[src/rtl/vmem_rect_fill.sv]
// Rectangle-fill engine for the ST7789 video memory.
// The CPU programs origin/size/colour, then starts a fill. The engine clips the
// rectangle to the visible screen and emits one vmem write per cycle. It yields
// to CPU vmem stores by holding its position whenever cpu_vmem_we_i is high.
module vmem_rect_fill #(
  parameter int SCR_W = 240,
  parameter int SCR_H = 240
) (
  input  logic        clk_i,
  input  logic        rst_ni,
  input  logic        we_i,
  input  logic [3:0]  addr_i,
  input  logic [31:0] wdata_i,
  output logic [31:0] rdata_o,
  input  logic        cpu_vmem_we_i,
  output logic        vmem_we_o,
  output logic [15:0] vmem_addr_o,
  output logic [2:0]  vmem_wdata_o,
  output logic        busy_o,
  output logic        done_o
);

  localparam logic [8:0] LP_W = 9'(SCR_W);
  localparam logic [8:0] LP_H = 9'(SCR_H);

  typedef enum logic [1:0] {
    S_IDLE,
    S_CLIP,
    S_RUN
  } state_t;

  state_t      r_state;
  state_t      w_next;

  // Programmed registers
  logic [7:0]  r_x0;
  logic [7:0]  r_y0;
  logic [8:0]  r_w;
  logic [8:0]  r_h;
  logic [2:0]  r_color;
  logic        r_done_sticky;

  // Working registers for the fill in progress
  logic [8:0]  r_cx;
  logic [8:0]  r_cy;
  logic [8:0]  r_xs;
  logic [8:0]  r_xe;
  logic [8:0]  r_ye;
  logic [2:0]  r_wcol;
  logic        r_fin;

  // Output registers
  logic        r_vmem_we;
  logic [15:0] r_vmem_addr;
  logic [2:0]  r_vmem_wdata;
  logic        r_done;
  logic [31:0] r_rdata;

  logic        w_ctrl_wr;
  logic        w_abort;
  logic        w_start;
  logic [8:0]  w_x0_ext;
  logic [8:0]  w_y0_ext;
  logic [8:0]  w_room_x;
  logic [8:0]  w_room_y;
  logic [8:0]  w_ew;
  logic [8:0]  w_eh;
  logic        w_empty;
  logic        w_emit;
  logic        w_last;
  logic        w_fin;
  logic        w_unused;

  assign w_ctrl_wr = we_i && (addr_i[3:2] == 2'd0);
  assign w_abort   = w_ctrl_wr && wdata_i[1];
  assign w_start   = w_ctrl_wr && wdata_i[0] && !wdata_i[1];

  // Clipped extents, computed from the stored registers during CLIP
  assign w_x0_ext = {1'b0, r_x0};
  assign w_y0_ext = {1'b0, r_y0};
  assign w_room_x = LP_W - w_x0_ext;
  assign w_room_y = LP_H - w_y0_ext;
  assign w_ew     = (w_x0_ext >= LP_W) ? '0 : ((r_w < w_room_x) ? r_w : w_room_x);
  assign w_eh     = (w_y0_ext >= LP_H) ? '0 : ((r_h < w_room_y) ? r_h : w_room_y);
  assign w_empty  = (w_ew == '0) || (w_eh == '0);

  assign w_emit   = (r_state == S_RUN) && !cpu_vmem_we_i;
  assign w_last   = (r_cx == r_xe) && (r_cy == r_ye);

  assign w_unused = ^{wdata_i[31:25], wdata_i[15:9], addr_i[1:0]};

  // Next-state logic; abort overrides every other transition
  always_comb begin
    w_next = r_state;
    w_fin  = 1'b0;
    case (r_state)
      S_IDLE: if (w_start) w_next = S_CLIP;
      S_CLIP: begin
        if (w_empty) begin
          w_next = S_IDLE;
          w_fin  = 1'b1;
        end else begin
          w_next = S_RUN;
        end
      end
      S_RUN: begin
        if (w_emit && w_last) begin
          w_next = S_IDLE;
          w_fin  = 1'b1;
        end
      end
      default: w_next = S_IDLE;
    endcase
    if (w_abort) begin
      w_next = S_IDLE;
      w_fin  = 1'b0;
    end
  end

  // State register
  always_ff @(posedge clk_i or negedge rst_ni) begin
    if (!rst_ni) r_state <= S_IDLE;
    else         r_state <= w_next;
  end

  // Programmed register file; writes land in any state
  always_ff @(posedge clk_i or negedge rst_ni) begin
    if (!rst_ni) begin
      r_x0    <= '0;
      r_y0    <= '0;
      r_w     <= '0;
      r_h     <= '0;
      r_color <= '0;
    end else if (we_i) begin
      case (addr_i[3:2])
        2'd1: begin
          r_x0 <= wdata_i[7:0];
          r_y0 <= wdata_i[23:16];
        end
        2'd2: begin
          r_w <= wdata_i[8:0];
          r_h <= wdata_i[24:16];
        end
        2'd3: r_color <= wdata_i[2:0];
        default: ;
      endcase
    end
  end

  // Fill datapath: latch working set in CLIP, walk x then y in RUN.
  // An abort arriving in RUN still lets this cycle's pixel out; the
  // state drops to IDLE at the same edge, so writes stop the cycle after.
  always_ff @(posedge clk_i or negedge rst_ni) begin
    if (!rst_ni) begin
      r_cx         <= '0;
      r_cy         <= '0;
      r_xs         <= '0;
      r_xe         <= '0;
      r_ye         <= '0;
      r_wcol       <= '0;
      r_vmem_we    <= 1'b0;
      r_vmem_addr  <= '0;
      r_vmem_wdata <= '0;
    end else begin
      r_vmem_we <= w_emit;
      if (r_state == S_CLIP) begin
        r_cx   <= w_x0_ext;
        r_cy   <= w_y0_ext;
        r_xs   <= w_x0_ext;
        r_xe   <= w_x0_ext + w_ew - 9'd1;
        r_ye   <= w_y0_ext + w_eh - 9'd1;
        r_wcol <= r_color;
      end
      if (w_emit) begin
        r_vmem_addr  <= {r_cy[7:0], r_cx[7:0]};
        r_vmem_wdata <= r_wcol;
        if (r_cx == r_xe) begin
          r_cx <= r_xs;
          r_cy <= r_cy + 9'd1;
        end else begin
          r_cx <= r_cx + 9'd1;
        end
      end
    end
  end

  // Completion pulse trails the final action by one cycle; sticky flag follows it
  always_ff @(posedge clk_i or negedge rst_ni) begin
    if (!rst_ni) begin
      r_fin         <= 1'b0;
      r_done        <= 1'b0;
      r_done_sticky <= 1'b0;
    end else begin
      r_fin  <= w_fin;
      r_done <= r_fin;
      if (r_fin)          r_done_sticky <= 1'b1;
      else if (w_ctrl_wr) r_done_sticky <= 1'b0;
    end
  end

  // Registered read port
  always_ff @(posedge clk_i or negedge rst_ni) begin
    if (!rst_ni) begin
      r_rdata <= '0;
    end else begin
      case (addr_i[3:2])
        2'd0:    r_rdata <= {29'd0, r_done_sticky, (r_state != S_IDLE), 1'b0};
        2'd1:    r_rdata <= {8'd0, r_y0, 8'd0, r_x0};
        2'd2:    r_rdata <= {7'd0, r_h, 7'd0, r_w};
        default: r_rdata <= {29'd0, r_color};
      endcase
    end
  end

  assign rdata_o      = r_rdata;
  assign vmem_we_o    = r_vmem_we;
  assign vmem_addr_o  = r_vmem_addr;
  assign vmem_wdata_o = r_vmem_wdata;
  assign done_o       = r_done;
  assign busy_o       = (r_state != S_IDLE);

endmodule

[config.mk]
export PLATFORM = sky130hd
export DESIGN_NAME = vmem_rect_fill
export DESIGN_NICKNAME = d
export VERILOG_FILES = /design/src/rtl/vmem_rect_fill.sv
export SDC_FILE = /design/constraint.sdc
export NUM_CORES = 1
export LEC_CHECK = 0
export CAP_MARGIN = 20
export CORE_UTILIZATION = 51
export CTS_CLUSTER_SIZE = 24
export DETAILED_ROUTE_END_ITERATION = 10
export PLACE_DENSITY = 0.77
export SLEW_MARGIN = 20
export SYNTH_ARGS = -nofsm -noshare
export SYNTH_HDL_FRONTEND = slang
export SYNTH_SLANG_ARGS = --single-unit
[constraint.sdc]
create_clock -name clk_i -period 5.3 [get_ports clk_i]
set_input_delay 1.06 -clock clk_i [delete_from_list [all_inputs] [get_ports clk_i]]
set_output_delay 1.06 -clock clk_i [all_outputs]
set_load 0.03 [all_outputs]
==> impl_results.md <==
- #FFs+latches synth: roughly 130
- Post-Synthesis Cells: ~760
- Diode count: 0
- Initial antenna violation count: 0
- Syn-to-layout area delta: 17.85%
- Final setup TNS: 0 ns
- HP Class: register to register
- VDD IR max: about 0.28 mV
- Endpoint class of the critical path: register
- Floorplan row count: 44
- Overflow after GRT: 0
- CTS Hold Bufs: 0
- Final Hold Viols: 0
- Final net count: between 900 and 1000
- WS Path Type: register to register
- First-pass GRT wire length: 26950 um
- Worst path cell trace: or4_4 > nand4_1 > xnor2_1 > ha_1 > and4_1 > nand2_1 > o311ai_4 > mux2i_1 > nand2_1 > ha_1 > inv_1 > ha_1 > a21o_1 > a211oi_1 > nor2_1 > o41ai_1 > xnor3_1 > mux2_2
- Top area cells in the synthesized netlist: dfrtp_1 42%, ha_1 8.8%, mux2_2 8.7%
- Top Family by Delay on Critical Path: simple AND/OR/NAND/NOR gates
- Avg Cell Area, Syn: about 10 um2
- Outcome: finished, final reports clean
- Post-synth EDFFs: 0
- Area share of the largest cell type after synthesis: around 42%
- Setup bufs post-CTS: 0
- Post-DRT Antenna Nets: 0
- Slowest CP cell: or4_4
- Worst-path clk slew: 0.05 ns
- Max Cap Viol: 0
- Via density: 5.539
- # port buffers: between 60 and 70
- CP Max Fanout: 11
- TritonCTS Sinks: about 130
- Final slew viol count: 0
- Share of cells above drive strength 1: ~14%
- H-tree levels: 4
- Required @ worst endpoint: 5.60 ns
- Final setup viols: 0
- CP Data Arrival Time: approximately 5.2 ns
- Vias: around 5700
- CTS root buffer: clkbuf_16
- Fmax: between 200 and 250 MHz
- Warnings from Yosys: 0
- Skew-Pair Late Insertion Delay: about 0.42 ns
- CTS tree: done
- Tot Pwr: slightly above 5 mW
- Fillers: between 1000 and 1500
- PD cells: between 500 and 600 nW/um2
- Slowest cell delay on critical path: ~0.63 ns
- Num CTS Buffers: 17
- Cell repeated most along the worst path: ha_1
- Core Region: ~14000 um2
- Fin crit period: a little under 5 ns
- Hpwl dp: roughly 12000 um
- Worst-Margin Slew: between 1 and 1.5 ns
- Tot GR Track Use: 23.28%
- Max-slew headroom: 28.50%
- Largest net degree at the start of global routing: 56
- Die X-Extent: 123.5 um
- Synth unique cells: 63
- Clk_skew: about 0.0065 ns
- Die height: 123.5 um
- Yosys top cell by area: dfrtp_1
- Final Cycle Share: ~93%
- Netlist Area Pre-Place: between 7000 and 8000 um2
- WP buf/inv: 1
- Most used DFF post-synth: dfrtp_1
- Post-CTS sizing: 0
- Initial drt markers: 400
- CTS Buffer Depth: 2
- Number of global-route vias before repair: between 5000 and 6000
- Lkg Pwr: between 4 and 5 nW
- Min Hold Slack: 0.4390 ns
- Drt drc: 0
- RSZ-0062 raised after global routing: no
- Final Core Density: between 60% and 70%
- Starting density of the core: about half
- Async set-or-reset flop fraction in the synthesized netlist: 100.0%
- DR pass1 iterations: 4
- Critical path startpoint category: register
- Die area: around 15000 um2
- Seq/Total Area, Yosys: 42.22%
- WL final: ~16000 um
- Final weighted congestion in routability-driven placement: between 0.8 and 0.9
- Wire length per cell: 16.03 um
- I/O pin count: 94
[sequential cells by signal, indices dropped and copies added (netlist names), 2 cells and up]
name	cells
r_color	3
r_cx	9
r_cy	9
r_h	9
r_state	2
r_w	9
r_wcol	3
r_x0	8
r_xe	9
r_xs	8
r_y0	8
r_ye	9
rdata_o	18
vmem_addr_o	16
vmem_wdata_o	3
[logic make-up after synthesis]
family | synth area share, %
and+or+nand+nor | 13.23
AOI/OAI and AO/OA | 12.23
DFF | 42.22
buffers and inverters | 7.214
muxes | 10.80
adders and majority gates | 9.342
xor gates and xnor gates | 4.904
other | 0.04982
[cells in the mapped netlist (all sizes together), types with 6 or more instances]
master / instances
dfrtp: 127
nand2: 109
inv: 75
mux2: 59
ha: 53
o21ai: 50
xnor2: 34
clkbuf: 28
nor2: 23
buf: 21
a22o: 16
nand3: 16
nor3: 13
a21oi: 11
mux2i: 10
nand4: 9
nor2b: 8
a211oi: 7
and3: 6
nor4: 6
o31ai: 6
[power by group]
group,internal (mW),switching [mW]
Sequential,1.30,0.314
Combinational,1.15,1.31
Clock,0.663,0.399
Total,3.11,2.02
[metal layers]
metal	vias up	global-route usage, %	routed length [um]
li1	2753	-	-
met1	2720	34.06	8095
met2	177	33.97	7247
met3	22	4.659	778
met4	0	8.509	294
met5	-	0	0
[worst paths after layout]
| check | cells after the start | to | slack, ns | start |
|---|---|---|---|---|
| hold / removal | 0 | done_o | 0.44 | r_fin |
| max in group asynchronous | 2 | r_x0[6] | 3.59 | rst_ni |
| setup reg to reg | 18 | r_ye[8] | 0.39 | r_y0[2] |
| min in group asynchronous | 1 | vmem_addr_o[11] | 0.68 | rst_ni |
| setup / recovery | 18 | r_ye[8] | 0.39 | r_y0[2] |
| hold reg to reg | 0 | done_o | 0.44 | r_fin |
[cell usage in the layout (no fill, tap or decap), types with 4 or more instances in the layout]
master and n:
xnor2_1 34, o41ai_1 4, conb_1 14, a21o_1 5
nor3_1 13, inv_1 75, o211ai_1 5, clkbuf_1 6
buf_4 19, and3_1 6, a21oi_1 11, a22o_1 16
mux2i_1 10, a211oi_1 6, nor2_1 23, ha_1 53
dfrtp_1 127, nor4_1 5, nand2b_1 5, nand3_1 16
a31oi_1 5, nand4_1 9, a21boi_0 4, o31ai_1 6
nand2_1 109, clkdlybuf4s50_1 62, o21ai_0 49, clkbuf_16 17
nor3b_1 5, mux2_2 58, nor2b_1 8
[per-stage QoR]
| step | worst slack, ns | cells | instance area (um2) |
|---|---|---|---|
| 2_1_floorplan | 0.3229 | 777 | 7576 |
| 3_3_place_gp | 0.4728 | 993 | 8325 |
| 3_5_place_dp | 0.3404 | 993 | 8325 |
| 4_1_cts | 0.3124 | 1024 | 8861 |
| 5_1_grt | 0.02130 | 1024 | 8871 |
| 6_report | 0.3873 | 1024 | 8871 |
[layout make-up]
cell class / count / area [um2] / share of cell area [%]
Sequential cell: 127 / 3178 / 35.83
Timing Repair Buffer: 81 / 763.2 / 8.604
Multi-Input combinational cell: 525 / 3879 / 43.72
Tap cell: 184 / 230.2 / 2.595
Clock inverter: 6 / 60.06 / 0.6770
Clock buffer: 25 / 475.5 / 5.360
Inverter: 76 / 285.3 / 3.216
Power figures use the tool's default switching activity.
